**src/rtl/aha_axi_sram_rd_engine_if.sv**
```systemverilog
// AXI4 read address / read data channel bundle for the SRAM read engine.
// The engine is the slave; the bus master (or bench) drives the AR side and RREADY.
interface aha_axi_sram_rd_engine_if #(
  parameter int ID_WIDTH = 4
);
  logic [ID_WIDTH-1:0] ARID;
  logic [31:0]         ARADDR;
  logic [7:0]          ARLEN;
  logic [2:0]          ARSIZE;
  logic [1:0]          ARBURST;
  logic                ARVALID;
  logic                ARREADY;

  logic [ID_WIDTH-1:0] RID;
  logic [63:0]         RDATA;
  logic [1:0]          RRESP;
  logic                RLAST;
  logic                RVALID;
  logic                RREADY;

  modport slave (
    input  ARID, ARADDR, ARLEN, ARSIZE, ARBURST, ARVALID,
    output ARREADY,
    output RID, RDATA, RRESP, RLAST, RVALID,
    input  RREADY
  );

  modport master (
    output ARID, ARADDR, ARLEN, ARSIZE, ARBURST, ARVALID,
    input  ARREADY,
    input  RID, RDATA, RRESP, RLAST, RVALID,
    output RREADY
  );
endinterface

```
**src/rtl/aha_axi_sram_rd_engine.sv**
```systemverilog
// AXI4 read engine: turns FIXED/INCR/WRAP bursts into 1-cycle-latency SRAM reads,
// buffering returned words in a 2-entry FIFO so RREADY backpressure never loses data.
module aha_axi_sram_rd_engine #(
  parameter int ID_WIDTH = 4,
  parameter int SRAM_AW  = 12
) (
  input  logic                      ACLK,
  input  logic                      ARESET,
  aha_axi_sram_rd_engine_if.slave   axi,
  input  logic                      SRAM_GNT,
  output logic                      SRAM_CEn,
  output logic [SRAM_AW-1:0]        SRAM_ADDR,
  input  logic [63:0]               SRAM_RDATA,
  output logic [1:0]                dbg_state
);

  // Handshakes: a transfer happens on a rising ACLK edge where VALID and READY
  // are both high; VALID never waits on READY, and R outputs hold while RVALID & !RREADY.

  typedef enum logic [1:0] {
    IDLE  = 2'd0,
    BURST = 2'd1,
    ERR   = 2'd2
  } state_t;

  state_t              state_q, state_d;
  logic [ID_WIDTH-1:0] id_q;
  logic [31:0]         addr_q;
  logic [7:0]          len_q;
  logic [2:0]          size_q;
  logic [1:0]          burst_q;
  logic [8:0]          issue_cnt_q;
  logic [8:0]          beat_cnt_q;
  logic                inflight_q;

  logic [63:0]         fifo_data_q [2];
  logic [1:0]          fifo_resp_q [2];
  logic                fifo_last_q [2];
  logic                wr_ptr_q, rd_ptr_q;
  logic [1:0]          count_q;

  logic                ar_fire, ar_bad, wrap_len_ok;
  logic [8:0]          len_ext;
  logic                beat_last, fifo_empty;
  logic                rvalid, pop;
  logic [63:0]         head_data;
  logic [1:0]          head_resp;
  logic                head_last;
  logic [2:0]          occ;
  logic                issue, err_beat, in_beat, bypass, fifo_wr, fifo_rd;
  logic [63:0]         in_data;
  logic [1:0]          in_resp;
  logic [31:0]         incr, boundary, wrap_mask, addr_next;

  // ---------------- AR acceptance and burst legality ----------------
  assign axi.ARREADY = (state_q == IDLE) && !ARESET;
  assign ar_fire     = axi.ARREADY && axi.ARVALID;
  assign wrap_len_ok = (axi.ARLEN == 8'd1) || (axi.ARLEN == 8'd3) ||
                       (axi.ARLEN == 8'd7) || (axi.ARLEN == 8'd15);
  assign ar_bad      = (axi.ARBURST == 2'b11) || (axi.ARSIZE > 3'd3) ||
                       ((axi.ARBURST == 2'b10) && !wrap_len_ok);

  assign len_ext   = {1'b0, len_q};
  assign beat_last = (beat_cnt_q == len_ext);

  // ---------------- R channel head ----------------
  // With the FIFO empty the word returning from the SRAM is presented directly,
  // giving RVALID two cycles after the AR handshake.
  assign fifo_empty = (count_q == 2'd0);
  assign rvalid     = !ARESET && (!fifo_empty || inflight_q);
  assign pop        = rvalid && axi.RREADY;

  always_comb begin
    head_data = '0;
    head_resp = 2'b00;
    head_last = 1'b0;
    if (!fifo_empty) begin
      head_data = fifo_data_q[rd_ptr_q];
      head_resp = fifo_resp_q[rd_ptr_q];
      head_last = fifo_last_q[rd_ptr_q];
    end else if (inflight_q) begin
      head_data = SRAM_RDATA;
      head_last = beat_last;
    end
  end

  assign axi.RVALID = rvalid;
  assign axi.RDATA  = rvalid ? head_data : 64'd0;
  assign axi.RRESP  = rvalid ? head_resp : 2'b00;
  assign axi.RLAST  = rvalid && head_last;
  assign axi.RID    = id_q;

  // ---------------- SRAM issue and beat generation ----------------
  // occ is the storage still committed after this cycle's pop; an issue needs one free slot.
  assign occ = {1'b0, count_q} + {2'b00, inflight_q} - {2'b00, pop};

  assign issue    = (state_q == BURST) && !ARESET && SRAM_GNT &&
                    (issue_cnt_q <= len_ext) && (occ < 3'd2);
  assign err_beat = (state_q == ERR) && !ARESET &&
                    (beat_cnt_q <= len_ext) && (occ < 3'd2);

  assign in_beat = inflight_q || err_beat;
  assign in_data = inflight_q ? SRAM_RDATA : 64'd0;
  assign in_resp = err_beat ? 2'b10 : 2'b00;
  assign bypass  = fifo_empty && inflight_q && pop;
  assign fifo_wr = in_beat && !bypass;
  assign fifo_rd = pop && !fifo_empty;

  assign SRAM_CEn  = !issue;
  assign SRAM_ADDR = addr_q[SRAM_AW+2:3];
  assign dbg_state = state_q;

  // ---------------- Burst address sequencing ----------------
  assign incr      = 32'd1 << size_q;
  assign boundary  = ({24'd0, len_q} + 32'd1) << size_q;
  assign wrap_mask = boundary - 32'd1;

  always_comb begin
    addr_next = addr_q;
    case (burst_q)
      2'b01:   addr_next = addr_q + incr;
      2'b10:   addr_next = (addr_q & ~wrap_mask) | ((addr_q + incr) & wrap_mask);
      default: addr_next = addr_q;
    endcase
  end

  // ---------------- State machine ----------------
  always_comb begin
    state_d = state_q;
    case (state_q)
      IDLE: begin
        if (ar_fire) begin
          state_d = ar_bad ? ERR : BURST;
        end
      end
      BURST, ERR: begin
        if (pop && head_last) begin
          state_d = IDLE;
        end
      end
      default: state_d = IDLE;
    endcase
  end

  always_ff @(posedge ACLK) begin
    if (ARESET) begin
      state_q     <= IDLE;
      id_q        <= '0;
      addr_q      <= '0;
      len_q       <= '0;
      size_q      <= '0;
      burst_q     <= '0;
      issue_cnt_q <= '0;
      beat_cnt_q  <= '0;
      inflight_q  <= 1'b0;
      wr_ptr_q    <= 1'b0;
      rd_ptr_q    <= 1'b0;
      count_q     <= 2'd0;
      for (int i = 0; i < 2; i++) begin
        fifo_data_q[i] <= '0;
        fifo_resp_q[i] <= '0;
        fifo_last_q[i] <= 1'b0;
      end
    end else begin
      state_q    <= state_d;
      inflight_q <= issue;
      if (ar_fire) begin
        id_q        <= axi.ARID;
        addr_q      <= axi.ARADDR;
        len_q       <= axi.ARLEN;
        size_q      <= axi.ARSIZE;
        burst_q     <= axi.ARBURST;
        issue_cnt_q <= '0;
        beat_cnt_q  <= '0;
      end
      if (issue) begin
        addr_q      <= addr_next;
        issue_cnt_q <= issue_cnt_q + 9'd1;
      end
      if (in_beat) begin
        beat_cnt_q <= beat_cnt_q + 9'd1;
      end
      if (fifo_wr) begin
        fifo_data_q[wr_ptr_q] <= in_data;
        fifo_resp_q[wr_ptr_q] <= in_resp;
        fifo_last_q[wr_ptr_q] <= beat_last;
        wr_ptr_q              <= !wr_ptr_q;
      end
      if (fifo_rd) begin
        rd_ptr_q <= !rd_ptr_q;
      end
      count_q <= count_q + {1'b0, fifo_wr} - {1'b0, fifo_rd};
    end
  end

endmodule

```
**src/flat_wrapper.sv**
```systemverilog
// flat-port wrapper written by rule: the top's interface ports become plain ports
module aha_axi_sram_rd_engine_flat 
#(
  parameter int ID_WIDTH = 4,
  parameter int SRAM_AW  = 12
)
  (ACLK, ARESET, SRAM_GNT, SRAM_CEn, SRAM_ADDR, SRAM_RDATA, dbg_state, axi_ARID, axi_ARADDR, axi_ARLEN, axi_ARSIZE, axi_ARBURST, axi_ARVALID, axi_ARREADY, axi_RID, axi_RDATA, axi_RRESP, axi_RLAST, axi_RVALID, axi_RREADY);
  aha_axi_sram_rd_engine_if #(.ID_WIDTH(ID_WIDTH)) axi_i ();
  input  logic ACLK;
  input  logic ARESET;
  input  logic SRAM_GNT;
  output logic SRAM_CEn;
  output logic [SRAM_AW-1:0] SRAM_ADDR;
  input  logic [63:0] SRAM_RDATA;
  output logic [1:0] dbg_state;
  input wire logic [$bits(axi_i.ARID)-1:0] axi_ARID;
  input wire logic [$bits(axi_i.ARADDR)-1:0] axi_ARADDR;
  input wire logic [$bits(axi_i.ARLEN)-1:0] axi_ARLEN;
  input wire logic [$bits(axi_i.ARSIZE)-1:0] axi_ARSIZE;
  input wire logic [$bits(axi_i.ARBURST)-1:0] axi_ARBURST;
  input wire logic [$bits(axi_i.ARVALID)-1:0] axi_ARVALID;
  output wire logic [$bits(axi_i.ARREADY)-1:0] axi_ARREADY;
  output wire logic [$bits(axi_i.RID)-1:0] axi_RID;
  output wire logic [$bits(axi_i.RDATA)-1:0] axi_RDATA;
  output wire logic [$bits(axi_i.RRESP)-1:0] axi_RRESP;
  output wire logic [$bits(axi_i.RLAST)-1:0] axi_RLAST;
  output wire logic [$bits(axi_i.RVALID)-1:0] axi_RVALID;
  input wire logic [$bits(axi_i.RREADY)-1:0] axi_RREADY;
  assign axi_i.ARID = axi_ARID;
  assign axi_i.ARADDR = axi_ARADDR;
  assign axi_i.ARLEN = axi_ARLEN;
  assign axi_i.ARSIZE = axi_ARSIZE;
  assign axi_i.ARBURST = axi_ARBURST;
  assign axi_i.ARVALID = axi_ARVALID;
  assign axi_ARREADY = axi_i.ARREADY;
  assign axi_RID = axi_i.RID;
  assign axi_RDATA = axi_i.RDATA;
  assign axi_RRESP = axi_i.RRESP;
  assign axi_RLAST = axi_i.RLAST;
  assign axi_RVALID = axi_i.RVALID;
  assign axi_i.RREADY = axi_RREADY;
  aha_axi_sram_rd_engine #(.ID_WIDTH(ID_WIDTH), .SRAM_AW(SRAM_AW)) u_core (.ACLK(ACLK), .ARESET(ARESET), .axi(axi_i), .SRAM_GNT(SRAM_GNT), .SRAM_CEn(SRAM_CEn), .SRAM_ADDR(SRAM_ADDR), .SRAM_RDATA(SRAM_RDATA), .dbg_state(dbg_state));
endmodule
```
**config.mk**
```make
export PLATFORM = sky130hd
export DESIGN_NAME = aha_axi_sram_rd_engine_flat
export DESIGN_NICKNAME = d
export VERILOG_FILES = /design/src/rtl/aha_axi_sram_rd_engine_if.sv /design/src/rtl/aha_axi_sram_rd_engine.sv /design/src/flat_wrapper.sv
export SDC_FILE = /design/constraint.sdc
export NUM_CORES = 1
export LEC_CHECK = 0
export CORE_MARGIN = 2
export CORE_UTILIZATION = 25
export DETAILED_ROUTE_END_ITERATION = 12
export HOLD_SLACK_MARGIN = 0.15
export PLACE_DENSITY = 0.47
export SLEW_MARGIN = 0
export SYNTH_ARGS = -nofsm -noshare
export SYNTH_HDL_FRONTEND = slang
export SYNTH_SLANG_ARGS = --single-unit
```
**constraint.sdc**
```tcl
create_clock -name ACLK -period 13.9 [get_ports ACLK]
set_clock_uncertainty 0.2 [all_clocks]
set_input_delay 4.17 -clock ACLK [delete_from_list [all_inputs] [get_ports ACLK]]
set_output_delay 4.17 -clock ACLK [all_outputs]
set_load 0.03 [all_outputs]
```
==> results.md, run 1 <==
STA:
- The number of hold-slack violations in the final timing report came to 0.
- For the finished layout, the period the worst path requires is 11.32 ns.
- Setup slack on the critical path of the routed design comes to around 2.6 ns.
- Based on the critical path, the design can be clocked at up to 0.08836 GHz.
- For the final routed database, the setup TNS stands at 0 ns.
- The final critical path takes up 81.42% of the cycle.
- For the pin with the worst max-slew slack, the measured transition is 1.064 ns.
- Headroom to the max-slew limit came out at 29.05%.
- The total count of max-transition violations in the final report was 0.
- Setup violations remaining at the end of the flow were counted as 0.
- Setup repair after global routing left no endpoint under its margin.

Worst setup path:
- The signal arrival time at the worst endpoint is 6.95 ns.
- At the worst endpoint, the required time is 9.53 ns.
- By startpoint and endpoint, the worst setup path is classified as in -> out.
- The nature of the critical path startpoint is a primary input.
- The type of element capturing the critical path is an output port.
- The maximum fanout count along the critical path is 5.

Synth:
- The post-synthesis cell type count is 78.
- nor2_1 is the most common cell in the netlist.
- Synthesis produced a netlist with a net count of 1385.
- The most frequently used flop master after synthesis is edfxtp_1.
- The commonest cells after synthesis are nor2_1 (184), a211oi_1 (137), nand2_1 (136).
- Sorting the synthesized cells by area gives the leading types as edfxtp_1 (35%), dfxtp_1 (10%), a211oi_1 (9.1%).
- The total of warnings raised by yosys is 0.
- The proportion of synthesized flip-flops having asynchronous set or reset is 0%.
- Summed over its instances, the top area cell type makes up 35.22% of the synthesized netlist area.
- The post-synthesis area per instance is between 9 and 10 µm².
- In this run, synthesis inferred ~130 flip-flops with an integrated enable.
- Synthesis produced roughly 1200 cells.
- In this run the cell area of the synthesized design comes to around 0.011 mm².
- The number of register bits inferred by synthesis is 190.
- The cell type with the highest aggregate area in the netlist is edfxtp_1.
- The share of the Yosys chip area taken by registers is 45.53%.

Pwr:
- Combinational cells account for 24.0% of the total power.
- VDD sags by at most approximately 0.077 mV.
- In this run the static leakage power is about 4.7 nW.
- The switching part of the total is 32.27%.
- The share of total power dissipated in sequential elements is 43.0%.
- Cell internal power was estimated by the tool at 1.030 mW.
- The power density normalized to cell area is around 110 mW/mm².
- Summed over all nets, the switching power comes to 490.6 µW.
- The clock network accounts for 33.0% of the total power.

Die:
- The core region is 0.04432 mm².
- In this run the core area contains 77 standard-cell rows.
- The area of the die is 0.04674 mm².
- The boundary pin count is roughly 200.
- The effective utilization at floorplan is 25.40%.
- The die is roughly 220 µm tall.
- The die boundary width is 216.2 µm.

Global route:
- Entering global routing, the biggest net connects 92 pins.
- Global routing used 14.87% of the available tracks.
- After global routing the overflow that remains totals 0.
- The number of global-route vias before repair was 9319.
- The number of antenna violations at the first check in global routing is 2.
- The first global-routing pass estimated 54030 µm of wire.

Routing:
- In this run, the number of DRC markers left after iteration 0 of detailed routing was 600.
- The per-cell routed wire length is 17.64 µm.
- The first detailed-routing pass took 5 iterations.
- The final routed wirelength across all metal layers is approximately 34000 µm.
- The routed via count divided by cell count is 4.838.
- The total via count in the routed design is 9434.
- For this run, design rule violations remaining after detail routing come to 0.
- Once detail routing completed, the nets flagged for antenna violations numbered 0.

Finish:
- Once layout is complete, the utilization of the core stands at about a third.
- Summing all non-filler instances in the final layout gives an area of 0.01411 mm².
- In the final layout, the share of cells above drive strength 1 is slightly above 5%.
- The relative area change from synthesis to final layout is 25.33%.
- At the end of the flow, the number of nets in the layout was 1499.

Clocking:
- The total clock buffers created by CTS is 17.
- The CTS tree is built.
- The clock latency on the worst-skew pair is 0.49 ns.
- The number of setup buffers added after CTS is 0.
- Post-CTS repair changed the size of 0 cells.
- In this run the clock root is driven by a clkbuf_16.
- After clock tree synthesis, the clock-pin slew on the worst setup and hold paths is 0.07 ns.
- The post-cts hold buffer count is 0.
- The deepest level of the CTS H-tree is 4.
- The clock passes through at most 2 buffers.
- The clock sink count is 190.

Placement:
- Timing analysis after detailed placement gives a worst setup slack of 2.570 ns.
- Summed over all nets, the half-perimeter wirelength after detailed placement is 22270 µm.
- The congestion estimate from routability-driven global placement came to 0.7877.
- The total of buffers placed on input and output ports is 187.
- The placed cell area is 0.01353 mm².

Hold path:
- The worst hold path belongs to the class reg -> reg.

Outcome:
- The run finished with clean final reports.

Flow run:
- The max capacitance violation total is 0.
[power groups by stage]
stage | sequential, mW | clock [mW] | combinational [mW]
CTS | 0.654 | 0.515 | 0.370
detailed placement | 0.667 | 0 | 0.368
global placement | 0.666 | 0 | 0.368
finish | 0.654 | 0.502 | 0.365
floorplan | 0.660 | 0 | 0.241
global route | 0.658 | 0.534 | 0.400
[through the flow]
step	total power [mW]	std cells	hold slack [ns]
6_report	1.520	1950	0.2637
5_1_grt	1.592	1950	0.2922
4_1_cts	1.538	1949	0.2707
3_5_place_dp	1.034	1918	0.2575
3_3_place_gp	1.033	1918	0.2540
2_1_floorplan	0.9009	1231	0.2397
[routing by layer]
layer	wire [µm]	part of all wire (%)	up-vias	track usage, %
met2	15550	45	168	23.12
met3	1794	5.2	38	4.225
met4	818	2.4	2	5.731
li1	-	-	4696	-
met5	16	0.047	-	0
met1	16230	47	4530	19.52
[state kept, by name, indices dropped and copies added, names as in the netlist, 2 cells and up, named ones only]
| register | cells |
|---|---|
| u_core.size_q | 3 |
| u_core.axi.RID | 4 |
| u_core.burst_q | 2 |
| u_core.issue_cnt_q | 9 |
| u_core.len_q | 8 |
| u_core.fifo_last_q | 2 |
| u_core.dbg_state | 2 |
| u_core.fifo_data_q | 128 |
| u_core.fifo_resp_q | 2 |
| u_core.beat_cnt_q | 9 |
| u_core.count_q | 2 |
[placed cells by master, fill, tap and decap left out, types with 5 or more instances in the layout]
master	Yosys	routed
o21a_1	14	14
a21o_1	11	11
o21ai_1	6	6
nor2_1	184	183
clkdlybuf4s50_1	0	186
mux2i_1	10	10
xnor2_1	12	12
edfxtp_1	132	132
nor3_1	25	25
nand4_1	6	6
a211oi_1	137	137
nor2b_1	74	74
nand2_1	136	134
inv_8	0	5
o31ai_1	14	13
dfxtp_1	58	56
inv_1	29	29
nand2b_1	5	5
buf_4	14	17
clkbuf_16	0	17
a21oi_1	36	36
xor2_1	16	16
ha_1	34	34
and3_1	14	14
a31oi_1	5	5
nand3b_1	7	7
o21ai_0	45	45
nor3b_1	7	7
nand3_1	27	26
[worst max-delay path: stages]
cell	delay, ns
clkdlybuf4s50_1	0.56
nand2_1	0.10
nor2_1	0.17
o21ai_0	0.15
fa_1	0.40
xnor2_1	0.15
and3_1	0.25
nand4b_1	0.14
nor2_1	0.15
inv_1	0.11
clkdlybuf4s50_1	0.61
[worst paths after layout]
kind                           from  cells past startpoint  slack (ns)                   endpoint
setup / recovery         axi_RREADY                     11        2.58                   SRAM_CEn
hold / removal    u_core.axi.RID[0]                      2        0.26          u_core.axi.RID[0]
setup reg to reg  u_core.inflight_q                     15        8.52  u_core.fifo_data_q[1][22]
hold reg to reg   u_core.axi.RID[0]                      2        0.26          u_core.axi.RID[0]
[kinds of logic (layout without fill, tap and decap cells)]
kind of cell    count (synthesis)  count (layout)  synth area share [%]
xor+xnor                       28              28                 2.179
simple gates                  511             511                 21.57
compound gates                313             313                 19.95
mux                            13              13                 1.189
other cells                     1               2               0.03332
buf+inv                       139             265                 5.413
fa+ha+maj                      36              36                 4.135
flops                         190             190                 45.53
[final cells by class]
type                    count  area (µm²)
diodes                      1       2.502
clock buffers              17       425.4
clock inverters            14       145.1
fillers                  4653       30210
inverters                  31       116.4
multi-input cells         902        5558
flip-flops and latches    190        5130
well taps                 592       740.7
repair buffers            203        1989
No activity file was read; power rests on OpenSTA's default activity.
==> inputs of run 2 (changes only) <==
Settings changed: PLACE_DENSITY 0.47 to 0.49.
Clock period 13.9 ns to 10.35 ns, I/O delays scaled along.
==> run 2 against run 1 <==
  * Sequential share of layout area shrank 0.12 points
  * Core utilization is 0.11 points higher
  * Flip-flop and latch count is the same
  * Clock power increased by 42%
  * Sequential power is 34% higher
  * Non-clock buffer count rose by 1
  * Critical path depth unchanged
  * Worst hold slack lost 0.0019 ns
  * Largest power group unchanged
  * Highest routed layer unchanged
==> results.md, run 2 (same netlist as run 1, synthesis figures left out) <==
Worst setup path:
- The endpoint required time on the critical path is slightly above 7 ns.
- By startpoint and endpoint, the worst setup path is classified as in -> out.
- The type of element capturing the critical path is an output port.
- The setup slack of the most critical reg-to-reg path is 5.76 ns.
- The nature of the critical path startpoint is a primary input.
- The maximum fanout count along the critical path is 5.
- At the worst endpoint, the arrival time is 5.88 ns.

Clocking:
- The root buffer cell is clkbuf_16.
- The clock latency on the worst-skew pair is 0.49 ns.
- The deepest level of the CTS H-tree is 4.
- The maximum number of buffers from clock root to sink is 2.
- The post-CTS setup buffer count is 0.
- The number of hold buffers added after CTS was 0.
- TritonCTS built the clock tree.
- In this run, CTS created clock tree buffers numbering 17.
- For this design, the sink count on the clock tree is 190.
- The number of resized instances in the post-cts repair step is 0.
- The clock slew seen by the registers of the worst setup and hold paths is 0.08 ns.

Global route:
- Global routing used 14.86% of the available tracks across all layers.
- For this run, global-route usage on met1 was measured as a little under a fifth.
- The remaining global-route overflow is 0.
- The number of antenna violations at the first check in global routing is 2.
- The met2 track demand over resource in global routing is roughly a quarter.
- The pin count of the biggest net entering global routing is between 70 and 80.
- The global routing usage on met3 is 4.168%.
- The number of global-route vias before repair is 9383.
- The first-pass GRT wire length is 53880 µm.
- After global routing, the most crowded layer is met2.

Finish:
- In the final layout, the registers with the most flip-flops are u_core.fifo_data_q x128, u_core.beat_cnt_q x9, u_core.issue_cnt_q x9.
- The relative area change from synthesis to final layout is 25.76%.
- The most common library cell in the layout ignoring fill and taps is clkdlybuf4s50_1.
- The filler cell count is between 4000 and 5000.
- In the layout the commonest cells are clkdlybuf4s50_1 (186), nor2_1 (183), a211oi_1 (137).
- The net count of the finished layout is 1500.
- The area of all placed cells without fillers is 0.01415 mm².
- The number of non-filler instances in the completed layout is between 1500 and 2000.
- The number of inserted diodes is 0.
- The register name with the most flops is u_core.fifo_data_q.
- The number of flip-flops under the largest register name is 128.
- The share of cells above drive strength 1 is 5.372%.

Placement:
- The congestion estimate from routability-driven global placement came to 0.7919.
- The post-placement setup slack is 1.162 ns.
- The HPWL after detailed placement is around 22000 µm.
- After detailed placement, the total cell area comes to 0.01354 mm².
- The number of cells after detailed placement is 1919.
- The total of buffers placed on input and output ports is 187.

Flow run:
- The max capacitance violation total is 0.

Pwr:
- The largest vdd supply drop is 0.1064 mV.
- Dividing total power by cell area gives a power density of 147.0 mW/mm².
- The overall power is approximately 2.1 mW.
- The leakage power summed over all cells is 4.769 nW.

STA:
- The worst setup margin is roughly 1.2 ns.
- The max-slew headroom at the worst pin is 29.17%.
- Setup repair after global routing left no endpoint under its margin.
- The worst path uses 88.70% of the clock period.
- The number of hold-slack violations in the final timing report is 0.
- The total count of max-transition violations in the final report is 0.
- The final setup violation count is 0.
- At the pin with the least slew margin, the transition time is 1.054 ns.
- The final critical-path required period is just over 9 ns.
- For the final routed database, the setup TNS stands at 0 ns.
- The upper clock frequency limit is 0.1089 GHz.

Routing:
- For this block, the initial DRC count from the detailed router was around 570.
- The per-cell routed wire length is 17.54 µm.
- The first detailed-routing pass ran for 4 iterations.
- The final routed wirelength across all metal layers is 34230 µm.
- The residual antenna-violating net count after detailed routing is 0.
- The total via count in the routed design is 9518.
- The routed via count divided by cell count is about 4.9.
- The remaining routing DRC violations is 0.

Die:
- The effective utilization at floorplan is between 20% and 30%.
- The die outline height is 216.2 µm.
- After floorplanning, the core was sized to cover 0.04432 mm².
- The boundary pin count is about 200.
- The area of the die is 0.04674 mm².
- Measured along the x axis, the die boundary spans 216.2 µm.
- The floorplan has 77 rows.

Hold path:
- The worst hold path class is reg -> reg.

Outcome:
- The run finished with clean final reports.
[run 2: final timing paths]
check / start / endpoint / depth (start not counted)
setup / recovery: axi_RREADY / SRAM_CEn / 11
hold / removal: u_core.axi.RID[3] / u_core.axi.RID[3] / 2
setup reg to reg: u_core.inflight_q / u_core.fifo_data_q[0][40] / 13
hold reg to reg: u_core.axi.RID[3] / u_core.axi.RID[3] / 2
[run 2: area by class of cell]
type	count	area, µm²	share of cell area [%]
well taps	592	740.7	5.233
clock inverters	14	188.9	1.335
repair buffers	204	1997	14.11
multi-input cells	902	5553	39.23
inverters	31	116.4	0.8221
clock buffers	18	429.2	3.032
flip-flops and latches	190	5130	36.24
[run 2: metrics by stage]
step,utilization [%],hold slack [ns]
finish,31.94,0.2618
global route,31.94,0.2841
detailed placement,30.54,0.2571
floorplan,-,0.2397
global placement,30.54,0.2469
CTS,31.94,0.2679
[run 2: critical path: stages]
cell	delay, ns
clkdlybuf4s50_1	0.56
nand2_1	0.10
nor2_1	0.17
o21ai_0	0.14
fa_1	0.39
xnor2_1	0.15
and3_1	0.26
nand4b_1	0.14
nor2_1	0.14
inv_1	0.10
clkdlybuf4s50_1	0.60
[run 2: routing by layer]
layer | share of wire (%) | vias up
met5 | 0.061 | -
met4 | 2.0 | 4
met3 | 4.7 | 39
met2 | 47 | 157
met1 | 46 | 4629
li1 | - | 4689
[run 2: report_power, final]
| group | switching [mW] | leakage (nW) | internal (mW) |
|---|---|---|---|
| Combinational | 0.293 | 2.62 | 0.195 |
| Sequential | 0.0310 | 1.84 | 0.848 |
| Clock | 0.343 | 0.305 | 0.370 |
==> inputs of run 3 (changes only) <==
Settings changed: SKIP_LAST_GASP set to 1.
Clock period 10.35 ns to 8.4 ns, I/O delays scaled along.
==> run 3 against run 2 <==
  * Final cell count decreased by 0.15%
  * Critical path depth unchanged
  * Clock power grew 16%
  * Critical path type unchanged
  * Register-to-register slack got worse by 2.3 ns
  * Highest routed layer unchanged
  * Global-route usage shrank 0.46 points
  * Sequential share of layout area is 0.080 points higher
==> results.md, run 3 (same netlist as run 1, synthesis figures left out) <==
Outcome:
- The run finished with clean final reports.

Clocking:
- Buffers inserted to repair hold after CTS numbered 0.
- The number of setup buffers added after CTS is 0.
- The root buffer cell is clkbuf_16.
- The H-tree generated during clock tree synthesis spans 4 levels.
- The clock reaches the later pin of the worst-skew pair after approximately 0.45 ns.
- The number of resized instances in the post-cts repair step is 0.
- CTS saw 190 sinks.
- The longest clock path from root to sink contains 2 buffers.
- Buffers inserted during clock tree synthesis total 17.
- Clock-pin slew was measured on the worst setup and hold paths at 0.07 ns.
- TritonCTS built the clock tree.

Worst setup path:
- The signal on the critical path passes through clkdlybuf4s50_1, nand2_1, nor2_1, o21ai_0, fa_1, xnor2_1, and3_1, nand4b_1, nor2_1, inv_1, clkdlybuf4s50_1.
- In this design, the stage delay of the slowest critical-path cell is 0.61 ns.
- The beginning of the critical path is axi_RREADY.
- The maximum fanout count along the critical path is 5.
- The source of the worst register-to-register timing path is u_core.inflight_q.
- The worst setup path is captured at an output port.
- The critical path class is in -> out.
- The number of buffers and inverters on the critical path is 3.
- The top cell family by delay on the critical path is buffers and inverters.
- STA puts the critical path data arrival time at around 5.3 ns.
- The critical path's slowest cell is clkdlybuf4s50_1.
- The endpoint required time on the critical path is 5.68 ns.
- The worst setup path is launched from a primary input.

STA:
- The final period utilization is 95.43%.
- Setup repair after global routing left no endpoint under its margin.
- Final hold analysis gives a worst-case slack of approximately 0.26 ns.
- The total count of max-transition violations in the final report is 0.
- The upper clock frequency limit is 0.1248 GHz.
- The clock period could shrink to ~8.0 ns.
- The final total negative setup slack is 0 ns.
- The worst setup margin is around 0.38 ns.
- The max-slew headroom at the worst pin is 31.52%.
- The slew at the pin with the worst max-slew slack is 1.027 ns.
- The number of hold-slack violations in the final timing report is 0.
- Setup violations remaining at the end of the flow were counted as 0.

Routing:
- The detailed router finished its first iteration with 617 violations.
- The remaining routing DRC violations is 0.
- The total via count in the routed design is 9533.
- The final routed wirelength across all metal layers is around 34000 µm.
- After detailed routing, the number of vias per cell comes to slightly below 5.
- Once detail routing completed, the nets flagged for antenna violations numbered 0.
- The per-cell routed wire length is 17.45 µm.
- For this run, the detailed router's first-pass iteration total came to 5.

Pwr:
- The power density normalized to cell area is 177.8 mW/mm².
- The completed layout was analyzed and its total power is 2.511 mW.
- The worst-case IR drop observed on VDD is ~0.12 mV.
- The leakage power summed over all cells is 4.750 nW.

Die:
- The boundary pin count is 206.
- The die covers 0.04674 mm².
- In this run the horizontal extent of the chip is approximately 220 µm.
- The initialized floorplan defines 77 standard-cell rows.
- The region available for standard cell placement spans 0.04432 mm².
- The effective utilization at floorplan is 25.40%.
- The die outline height is 216.2 µm.

Finish:
- The relative area change from synthesis to final layout is 25.48%.
- The area used by sequential logic in the layout is 0.005130 mm².
- The most common library cell in the layout ignoring fill and taps is clkdlybuf4s50_1.
- The area used by multi-input combinational logic is 0.005553 mm².
- The repair_antennas step left the layout with diodes totalling 0.
- The number of nets in the final layout is 1498.
- The register with the most flip-flops in the layout has about 130 of them.
- In the final layout, the share of cells above drive strength 1 is 5.088%.
- The register with the most flip-flops in the final layout is u_core.fifo_data_q.
- The largest registers in the layout are u_core.fifo_data_q x128, u_core.beat_cnt_q x9, u_core.issue_cnt_q x9.
- The layout has 4668 filler cells.
- The top cell types in the final layout, fill and taps aside, are clkdlybuf4s50_1 (186), nor2_1 (183), a211oi_1 (137).

Placement:
- The sum of net half-perimeters after detailed placement is 21670 µm.
- The total of buffers placed on input and output ports is about 190.
- At the end of routability-driven placement, the weighted congestion stood at approximately 0.78.
- At the placement stage, the worst setup path has a slack of about 0.39 ns.

Global route:
- The first global-routing pass estimated 52720 µm of wire.
- The number of antenna violations at the first check in global routing came to 2.
- The pin count of the biggest net entering global routing is around 130.
- The remaining global-route overflow is 0.
- The number of global-route vias before repair is 9174.
- Global routing used 14.40% of the available tracks.

Flow run:
- Across the run, the number of max-cap violations was 0.

Hold path:
- In this run the most critical hold path is launched from u_core.axi.RID[3].
- The min-delay analysis places its worst path in the category reg -> reg.
[run 3: changes by cell type in the layout (fill, tap and decap cells not counted)]
cell       change
buf_4          -4
clkinv_2       -1
clkbuf_1       -1
clkinv_1       +2
buf_12         +2
bufinv_16      -1
clkinv_8       -1
clkinv_4       +2
inv_8          -1
[run 3: tightest hold or removal path, cell delays in order (launching register included)]
cell and delay [ns]:
dfxtp_1 0.31, nand2_1 0.05, o21ai_0 0.06
[run 3: final timing paths]
path	depth (start not counted)	slack [ns]	to
setup reg to reg	13	3.51	u_core.fifo_data_q[0][12]
setup / recovery	11	0.38	SRAM_CEn
hold / removal	2	0.26	u_core.axi.RID[3]
hold reg to reg	2	0.26	u_core.axi.RID[3]
[run 3: final cells by class]
cell class                      instances  share of cell area (%)
Multi-Input combinational cell        902                   39.32
Inverter                               31                  0.8239
Timing Repair Buffer                  202                   14.21
Clock inverter                         14                   1.072
Tap cell                              592                   5.245
Clock buffer                           17                   3.012
Sequential cell                       190                   36.32
[run 3: stage by stage]
step,cell area [µm²],std cells,utilization [%]
final,14120,1948,31.87
after global routing,14120,1948,31.87
after CTS,14120,1948,31.87
after detailed placement,13550,1917,30.57
after global placement,13550,1917,30.57
after floorplan,11260,1231,-
[run 3: metal layers]
metal	track usage [%]	share of wire (%)
met4	3.767	1.4
met1	19.11	47
met3	3.649	5.4
met2	23.27	46
met5	0	0.071
[run 3: power by group]
group          switching [mW]  leakage, nW  internal (mW)
combinational           0.358         2.63          0.242
clock                   0.405        0.284          0.420
sequential             0.0405         1.84           1.05
total                   0.804         4.75           1.71
